==> config.mk <==
export PLATFORM = sky130hd
export DESIGN_NAME = mant_addsub_normalize
export DESIGN_NICKNAME = d
export VERILOG_FILES = /design/src/rtl/fp_add_pkg.sv /design/src/rtl/lzc24.sv /design/src/rtl/mant_addsub_normalize.sv
export SDC_FILE = /design/constraint.sdc
export NUM_CORES = 1
export LEC_CHECK = 0
export CAP_MARGIN = 20
export CORE_AREA = 2 2 165 167
export DETAILED_ROUTE_END_ITERATION = 6
export DIE_AREA = 0 0 167 169
export PLACE_DENSITY = 0.63
export SLEW_MARGIN = 20
export SYNTH_ARGS = -nofsm -noshare
export SYNTH_HDL_FRONTEND = slang
export SYNTH_SLANG_ARGS = --single-unit
==> constraint.sdc <==
create_clock -name clk -period 8.3 [get_ports clk]
set_input_delay 0.83 -clock clk [delete_from_list [all_inputs] [get_ports clk]]
set_output_delay 0.83 -clock clk [all_outputs]
set_load 0.02 [all_outputs]
==> src/rtl/fp_add_pkg.sv <==
// ============================================================================
//  Module      : fp_add_pkg
//  Description : Shared widths, constants and pipeline-register types for the
//                fp add/sub mantissa stage.
//  Revision    : 1.0 - initial release
// ============================================================================
`default_nettype none

package fp_add_pkg;

    localparam int FP_MAN_W = 24;
    localparam int FP_EXP_W = 8;

    localparam logic [FP_EXP_W-1:0] EXP_INF = '1;

    typedef struct packed {
        logic                sign;
        logic [FP_EXP_W-1:0] exp;
        logic [FP_MAN_W-2:0] frac;
    } fp32_t;

    // Stage-1 register: raw signed-magnitude sum with carry bit
    typedef struct packed {
        logic                sign;
        logic [FP_EXP_W-1:0] exp;
        logic [FP_MAN_W:0]   sum;
    } s1_t;

    // Stage-2 register: exp carries one extra bit so overflow stays visible
    typedef struct packed {
        logic                sign;
        logic [FP_EXP_W:0]   exp;
        logic [FP_MAN_W-1:0] man;
        logic                guard;
        logic                zero;
        logic                unf;
    } s2_t;

endpackage

`default_nettype wire

==> src/rtl/lzc24.sv <==
// ============================================================================
//  Module      : lzc24
//  Description : Combinational leading-zero counter with all-zero flag.
//  Revision    : 1.0 - initial release
// ============================================================================
`default_nettype none

module lzc24 #(
    parameter int W     = 24,
    parameter int CNT_W = $clog2(W)
) (
    input  logic [W-1:0]     data_i,
    output logic [CNT_W-1:0] cnt_o,
    output logic             zero_o
);

    // Scan upward so the most significant set bit is the last one written
    always_comb begin
        cnt_o  = '0;
        zero_o = 1'b1;
        for (int i = 0; i < W; i++) begin
            if (data_i[i]) begin
                cnt_o  = CNT_W'(W - 1 - i);
                zero_o = 1'b0;
            end
        end
    end

endmodule

`default_nettype wire

==> src/rtl/mant_addsub_normalize.sv <==
// ============================================================================
//  Module      : mant_addsub_normalize
//  Description : 3-stage add/sub, normalise and IEEE-754 single pack stage.
//                Optional macro FP_ADD_ROUND_NEAREST_EN enables RNE rounding.
//  Revision    : 1.0 - initial release
// ============================================================================
`default_nettype none

module mant_addsub_normalize
    import fp_add_pkg::*;
#(
    parameter int MAN_W = FP_MAN_W,
    parameter int EXP_W = FP_EXP_W
) (
    input  logic                   clk,
    input  logic                   rst,
    input  logic                   in_valid,
    output logic                   in_ready,
    input  logic                   op_sub,
    input  logic                   sign_a,
    input  logic                   sign_b,
    input  logic [EXP_W-1:0]       exp_max,
    input  logic [MAN_W-1:0]       al_man_a,
    input  logic [MAN_W-1:0]       al_man_b,
    output logic                   out_valid,
    input  logic                   out_ready,
    output logic [EXP_W+MAN_W-1:0] result,
    output logic                   flag_zero,
    output logic                   flag_ovf,
    output logic                   flag_unf
);

    localparam int LZ_W = $clog2(MAN_W);

    logic  s1_valid_q, s2_valid_q, out_valid_q;
    logic  out_en, s2_en, s1_en;
    s1_t   s1_d, s1_q;
    s2_t   s2_d, s2_q;
    fp32_t res_d, res_q;
    logic  zero_d, ovf_d, unf_d;
    logic  zero_q, ovf_q, unf_q;
    logic  eff_sub;
    logic [LZ_W-1:0]  lz;
    logic             lz_zero;
    logic [MAN_W-1:0] rnd_man;
    logic [EXP_W:0]   rnd_exp;
    logic             w_unused_bits;

    // A stage may load when it is empty or its content moves on this cycle
    assign out_en   = !out_valid_q || out_ready;
    assign s2_en    = !s2_valid_q || out_en;
    assign s1_en    = !s1_valid_q || s2_en;
    assign in_ready = s1_en && !rst;

    always_comb begin
        eff_sub   = sign_a ^ sign_b ^ op_sub;
        s1_d.exp  = exp_max;
        s1_d.sign = sign_a;
        if (!eff_sub) begin
            s1_d.sum = {1'b0, al_man_a} + {1'b0, al_man_b};
        end else if (al_man_a >= al_man_b) begin
            s1_d.sum = {1'b0, al_man_a} - {1'b0, al_man_b};
        end else begin
            s1_d.sum  = {1'b0, al_man_b} - {1'b0, al_man_a};
            s1_d.sign = sign_b ^ op_sub;
        end
        if (s1_d.sum == '0) s1_d.sign = 1'b0;
    end

    always_ff @(posedge clk) begin
        if (rst) begin
            s1_valid_q <= 1'b0;
            s1_q       <= '0;
        end else if (s1_en) begin
            s1_valid_q <= in_valid;
            if (in_valid) s1_q <= s1_d;
        end
    end

    lzc24 #(
        .W     (MAN_W),
        .CNT_W (LZ_W)
    ) u_lzc (
        .data_i (s1_q.sum[MAN_W-1:0]),
        .cnt_o  (lz),
        .zero_o (lz_zero)
    );

    // No subnormals: a shift that would drive exp to 0 or below flushes to +0
    always_comb begin
        s2_d      = '0;
        s2_d.sign = s1_q.sign;
        if (s1_q.sum[MAN_W]) begin
            s2_d.man   = s1_q.sum[MAN_W:1];
            s2_d.guard = s1_q.sum[0];
            s2_d.exp   = (EXP_W+1)'(s1_q.exp) + (EXP_W+1)'(1);
        end else if (lz_zero) begin
            s2_d.zero = 1'b1;
            s2_d.sign = 1'b0;
        end else if ({{(EXP_W-LZ_W){1'b0}}, lz} >= s1_q.exp) begin
            s2_d.unf  = 1'b1;
            s2_d.sign = 1'b0;
        end else begin
            s2_d.man = s1_q.sum[MAN_W-1:0] << lz;
            s2_d.exp = {1'b0, s1_q.exp - EXP_W'(lz)};
        end
    end

    always_ff @(posedge clk) begin
        if (rst) begin
            s2_valid_q <= 1'b0;
            s2_q       <= '0;
        end else if (s2_en) begin
            s2_valid_q <= s1_valid_q;
            if (s1_valid_q) s2_q <= s2_d;
        end
    end

`ifdef FP_ADD_ROUND_NEAREST_EN
    logic [MAN_W:0] inc_man;

    always_comb begin
        inc_man = {1'b0, s2_q.man} + (MAN_W+1)'(s2_q.guard & s2_q.man[0]);
        rnd_man = inc_man[MAN_W-1:0];
        rnd_exp = s2_q.exp;
        if (inc_man[MAN_W]) begin
            rnd_man = {1'b1, {(MAN_W-1){1'b0}}};
            rnd_exp = s2_q.exp + (EXP_W+1)'(1);
        end
    end

    assign w_unused_bits = rnd_man[MAN_W-1];
`else
    assign rnd_man       = s2_q.man;
    assign rnd_exp       = s2_q.exp;
    assign w_unused_bits = ^{rnd_man[MAN_W-1], s2_q.guard};
`endif

    always_comb begin
        res_d  = '0;
        zero_d = s2_q.zero;
        unf_d  = s2_q.unf;
        ovf_d  = 1'b0;
        if (!(s2_q.zero || s2_q.unf)) begin
            res_d.sign = s2_q.sign;
            if (rnd_exp >= {1'b0, EXP_INF}) begin
                res_d.exp = EXP_INF;
                ovf_d     = 1'b1;
            end else begin
                res_d.exp  = rnd_exp[EXP_W-1:0];
                res_d.frac = rnd_man[MAN_W-2:0];
            end
        end
    end

    always_ff @(posedge clk) begin
        if (rst) begin
            out_valid_q <= 1'b0;
            res_q       <= '0;
            zero_q      <= 1'b0;
            ovf_q       <= 1'b0;
            unf_q       <= 1'b0;
        end else if (out_en) begin
            out_valid_q <= s2_valid_q;
            if (s2_valid_q) begin
                res_q  <= res_d;
                zero_q <= zero_d;
                ovf_q  <= ovf_d;
                unf_q  <= unf_d;
            end
        end
    end

    assign out_valid = out_valid_q;
    assign result    = res_q;
    assign flag_zero = zero_q;
    assign flag_ovf  = ovf_q;
    assign flag_unf  = unf_q;

endmodule

`default_nettype wire

# Word-level counts from Yosys, hierarchy flattened
# Cells that the tools add are included.
# op_classes
addsub	5
reduce_logical	13
shifts	1
muxes	68
n_bitwise	3
n_lt_le_gt_ge	3
# ops
op	n
$mux 5	24
$mux 32	3
$mux 25	2
$sub 24x24->25	2
$mux 1	35
$mux 33	1
$add 24x24->25	1
$logic_not 25->1	1
$ge 24x24->1	1
$shl 24x5->24	1
$mux 23	1
$add 8x1->9 const B	1
$ge 9x8->1 const B	1
$ge 5x8->1	1
$mux 8	1
$sub 8x5->8	1
$reduce_and 2->1	3
$logic_not 1->1	4
$logic_or 1x1->1	4
$xor 1x1->1	3
$mux 2	1
$logic_and 1x1->1	1
# word_totals
regBits	107
in_bits	63
wordCells	110

# Longest topological paths before layout
# depth
ltp_word	28
ltp_mapped	24
depth_no_buf	20

# Cells and area by module
# A second synthesis with hierarchy kept.
# unflattened
cells_unflattened	1345
area_unflattened_um2	9706.8
# by_module_without_submodules
mod	cells_per_inst	area_per_inst_um2	seq_area_each_um2	instances
mant_addsub_normalize	1297	9411.5	2142.1	1
lzc24	48	295.3	0.0	1

# Least setup slack after synthesis
# OpenSTA, ideal clock, no wires.
# synth_path
path_type	register to register
start	register s1_q[11] (netlist bit)
end	register s2_q, in the netlist rnd_man[14]
path_stages_with_launch	21
t_arrival_ps	4293
path_buffers	4
setup_time_ps	134
setup_slack_ps	3872
t_required_ps	8166
path_cell_list	dfxtp_1 -> clkbuf_1 -> or4_1 -> a2111oi_2 -> nor2_1 -> inv_2 -> buf_2 -> buf_2 -> ha_1 -> fa_1 -> nor2b_1 -> o21ai_0 -> nand2b_1 -> a211o_1 -> a211oi_1 -> nor3_1 -> nand2_1 -> nor2_1 -> buf_2 -> a221oi_1 -> a211oi_1
# synth_between
elab_chain_cells	17
# synth_lines
item	line_no	rtl
start, declared	mant_addsub_normalize.sv:37	s1_t s1_d, s1_q;
start signal, assigned	mant_addsub_normalize.sv:73	s1_q <= '0;
start signal, assigned	mant_addsub_normalize.sv:76	if (in_valid) s1_q <= s1_d;
$mux 5 (13 in series)	lzc24.sv:22	if (data_i[i]) begin
$ge 5x8->1 or $shl 24x5->24 (tied branches)	mant_addsub_normalize.sv:100, mant_addsub_normalize.sv:104	
$mux 32	mant_addsub_normalize.sv:100	end else if ({{(EXP_W-LZ_W){1'b0}}, lz} >= s1_q.exp) begin
$mux 32 (*)	mant_addsub_normalize.sv:97	end else if (lz_zero) begin
$mux 33 (*)	mant_addsub_normalize.sv:93	if (s1_q.sum[MAN_W]) begin
end signal, assigned	mant_addsub_normalize.sv:112	s2_q <= '0;
end signal, assigned	mant_addsub_normalize.sv:115	if (s1_valid_q) s2_q <= s2_d;
end, declared	mant_addsub_normalize.sv:38	s2_t s2_d, s2_q;
# Mark *: on every way between the ends. The rest lies on a longest branch, timed or not.
# A chain may end at the register's enable or synchronous reset.

# Worst setup path in the final report
# layout_path
start	register s1_q[1] (netlist bit)
end	register s2_q, in the netlist rnd_man[15]
# layout_between
elab_chain_cells	27
# layout_lines
item	line_no
$mux 5 (23 in series)	lzc24.sv:22
$ge 5x8->1 or $shl 24x5->24 (tied branches)	mant_addsub_normalize.sv:100, mant_addsub_normalize.sv:104
$mux 32	mant_addsub_normalize.sv:100
$mux 32 (*)	mant_addsub_normalize.sv:97
$mux 33 (*)	mant_addsub_normalize.sv:93
# Marks and branches as above.

==> results.txt <==
- In the final routed layout, each cell accounts on average for about 19 um.
- Storage cell area: 2142 um2
- In this run, the number of DRC markers left after iteration 0 of detailed routing was 990.
- Proportion of layout cells with a drive suffix above 1: 5.039%
- Cells resized by post-CTS repair: 0
- Total standard cell area after synthesis: slightly above 10000 um2
- Router iterations before antenna repair: 5
* Ports: 100
* Relative area change from synthesis to final layout: 13.55%
* Max IR drop VDD: roughly 0.000094 V
- Xor/xnor share of the synthesized area: ~2.1%
- Std cell rows: 60
- RSZ-0062 raised after global routing: false
* Diode count: 0
* Number of setup buffers added after CTS: 0
- Async set-reset flop share out of synthesis: 0%
* Global Route Usage Sum: between 20 and 25%
- The critical path in this run is classified as register to register.
- FMAX: 157.3 MHz
- The die is approximately 170 um tall.
- Max-cap violations in this run came to 0.
* Std-Cell Core Area: about 27000 um2
* Clock skew after layout: 9.292 ps
- Cell-by-cell listing of the critical path: nand2b_1, a21oi_1, o21bai_1, a21oi_1, o21bai_1, a2111oi_2, nor2_1, inv_2, ha_1, fa_1, nor2b_1, o21ai_0, nand2b_1, a211o_1, a211oi_1, nor3_1, nand2_1, nor2_1, a22oi_1, a211oi_1
* H-tree levels: 3
- Area of the multi-input gates: between 7000 and 8000 um2
* Kind of end point of the critical path: register
* Number of clock sinks: around 110
* Cell depth of the worst min-delay path: 2
- The number of antenna violations at the first check in global routing is 0.
* Final critical-path setup slack: 1944 ps
* Kind of cell adding the most delay to the critical path: simple AND/OR/NAND/NOR gates
* Buf+Inv Stages, Crit Path: 1
- Timing analysis after detailed placement gives a worst setup slack of around 2100 ps.
- Entering global routing, the biggest net connects 63 pins.
- Number of buffers on the longest clock path: 2
- By area, the combinational part of the netlist is dominated by compound AO/OA/AOI/OAI gates.
- The cell sitting at the root of the clock tree is a sky130_fd_sc_hd__clkbuf_16.
- In the routed design, unresolved DRC markers number 0.
- Vias in the first global route: between 9000 and 10000
- The final critical path takes up between 70% and 80% of the cycle.
- STA classifies the critical path startpoint as a register.
- Filler cell count: 2814
* Clock network latency to the later pin of the worst-skew pair: 360 ps
- Worst reg-to-reg path cell count: 20
- Most used DFF post-synth: sky130_fd_sc_hd__dfxtp_1
- ANT nets after route: 0
- Routed wire length: ~33 mm
- TritonCTS built the clock tree.
- After synthesis, the share of cell area in mux cells is around 3.7%.
* Top library cells by usage in the layout, fill and taps aside: sky130_fd_sc_hd__nor2_1 (160), sky130_fd_sc_hd__a21oi_1 (132), sky130_fd_sc_hd__dfxtp_1 (107), sky130_fd_sc_hd__nand2_1 (100), sky130_fd_sc_hd__clkdlybuf4s50_1 (98)
- Worst max-slew margin expressed relative to the limit: 30.02%
- The die covers 28220 um2.
* Final max-slew violation count: 0
* Leading cell type in the layout, fill and taps excluded: sky130_fd_sc_hd__nor2_1
* Sequential-to-total area share from yosys stat: a little over a fifth
* Clock transition at the registers of the reported paths: 80 ps
- Buffers added on ports: about 100
* Number of nets in the layout: around 1500
- Final HPWL DP: 24.69 mm
* Static leakage: 4.565 nW
- Warning count from the yosys run: 0
* Number of buffers added by the clock tree synthesis step: 9
- Final setup violation count: 0
- Along the worst path, the maximum fanout reaches 30.
* Synth Area in Adders: 10.42%
- Number of distinct library cell variants in the gate-level netlist after synthesis: 93
* Arr. time, crit path: ~6600 ps
- After clock tree synthesis, the flow added hold-fix buffers numbering 0.
- Vias per Instance: between 6 and 7
- Once placement finished, the instance area stood at around 11000 um2.
- GPL Wtd Cong: about 0.92
- For the final routed database, the setup TNS stands at 0 ps.
- Dividing the synthesized area by the synthesized cell count gives approximately 7.3 um2.
* Compound-gate portion of the synthesized area: about a third
* Transition time at the pin with the least slew margin: 1046 ps
- Synthesized netlist cell count: about 1400
* Synthesis-stage register bit count: roughly 110
* Hold violation total from the final report: 0
- In this run the worst hold path is classified as register to register.
- Counting buffers and inverters, the worst setup path is 20 cells deep.
- Vias after detailed routing: approximately 11000
- Number of enable-type register cells in the synthesized netlist: 0
- Die X: ~170 um
* Result of the run: finished clean
- The finished cells cover around 12000 um2.
* Delay of the slowest critical-path stage: roughly 840 ps
- Of the total synthesized cell area, the portion taken by AND, OR, NAND and NOR gates is around 22%.
* Starting density of the core: between 30% and 40%
- Nets in the synthesized netlist: between 1500 and 2000
- STA puts the critical path data required time at 8580 ps.
- Dividing total power by cell area gives a power density of about 170 nW/um2.
- Overall overflow remaining after global route: 0
- First-pass GRT wire length: 53.21 mm
- The clock period could shrink to 6356 ps.
- Among all stages on the critical path, the largest delay is contributed by sky130_fd_sc_hd__nor2_1.
worst reg2reg max path, cell delays in order, from the launching register on:
cell and delay [ps]:
sky130_fd_sc_hd__dfxtp_1 480, sky130_fd_sc_hd__nand2b_1 150, sky130_fd_sc_hd__a21oi_1 60, sky130_fd_sc_hd__o21bai_1 130, sky130_fd_sc_hd__a21oi_1 80, sky130_fd_sc_hd__o21bai_1 210, sky130_fd_sc_hd__a2111oi_2 120, sky130_fd_sc_hd__nor2_1 820
sky130_fd_sc_hd__inv_2 530, sky130_fd_sc_hd__ha_1 390, sky130_fd_sc_hd__fa_1 440, sky130_fd_sc_hd__nor2b_1 120, sky130_fd_sc_hd__o21ai_0 80, sky130_fd_sc_hd__nand2b_1 120, sky130_fd_sc_hd__a211o_1 170, sky130_fd_sc_hd__a211oi_1 110
sky130_fd_sc_hd__nor3_1 710, sky130_fd_sc_hd__nand2_1 240, sky130_fd_sc_hd__nor2_1 840, sky130_fd_sc_hd__a22oi_1 220, sky130_fd_sc_hd__a211oi_1 260
state kept, by name (all words and copies together), names as in the netlist:
signal / flops
s2_q: 1
out_valid: 1
s1_valid_q: 1
zero_d: 1
s2_valid_q: 1
flag_unf: 1
unf_d: 1
rnd_exp: 9
rnd_man: 23
flag_ovf: 1
result: 32
flag_zero: 1
s1_q: 34
per-stage QoR:
stage                     power (W)  hold WS (ps)  utilization, %  std cells
final                      0.002012         448.8           43.41       1750
after global routing       0.002133         477.9           43.41       1750
after CTS                  0.002003         453.6           43.41       1750
after detailed placement   0.001555         443.7           42.24       1734
after global placement     0.001561         439.0           42.24       1734
after floorplan            0.001304         431.6               -       1387
power by group:
part | switching (W) | internal, W
sequential | 0.0000530 | 0.000548
combinational | 0.000613 | 0.000354
clock | 0.000206 | 0.000239
cell usage after synthesis, types with 31 or more instances:
library cell / instances / area share, %
sky130_fd_sc_hd__o21ai_0: 66 / 3.3
sky130_fd_sc_hd__clkbuf_1: 72 / 2.7
sky130_fd_sc_hd__ha_1: 78 / 9.6
sky130_fd_sc_hd__nor3_1: 48 / 2.4
sky130_fd_sc_hd__nand2_1: 100 / 3.7
sky130_fd_sc_hd__inv_1: 90 / 3.3
sky130_fd_sc_hd__a211oi_1: 36 / 2.7
sky130_fd_sc_hd__a21oi_1: 132 / 6.5
sky130_fd_sc_hd__a22oi_1: 32 / 2.4
sky130_fd_sc_hd__nand3_1: 31 / 1.5
sky130_fd_sc_hd__nor2_1: 160 / 5.9
sky130_fd_sc_hd__dfxtp_1: 107 / 21
area by class of cell:
cell class	count	area share, %
multi-input combinational	1081	62.51
timing repair buffer	110	9.309
sequential	107	18.62
clock inverter	7	0.7504
tap	341	3.709
inverter	95	3.143
clock buffer	9	1.958
per-layer routing:
| metal | wire (um) | global-route usage, % |
|---|---|---|
| met1 | 14550 | 29.95 |
| met2 | 15250 | 38.77 |
| met3 | 1805 | 1.613 |
| met4 | 911 | 7.646 |
| met5 | 0 | 0 |
worst paths after layout:
check	start	to	slack, ps
worst max-delay path	s1_q[1]	rnd_man[15]	1940
worst min-delay path	result[24]	result[24]	450
worst max register to register	s1_q[1]	rnd_man[15]	1940
worst min register to register	result[24]	result[24]	450
logic make-up after synthesis:
logic type                 Yosys count
and+or+nand+nor                    462
buffers and inverters              199
DFF                                107
muxes                               36
AOI/OAI and AO/OA                  477
xor gates and xnor gates            24
adders and majority gates           82
Note: power is estimated with default switching activity, not from simulation.
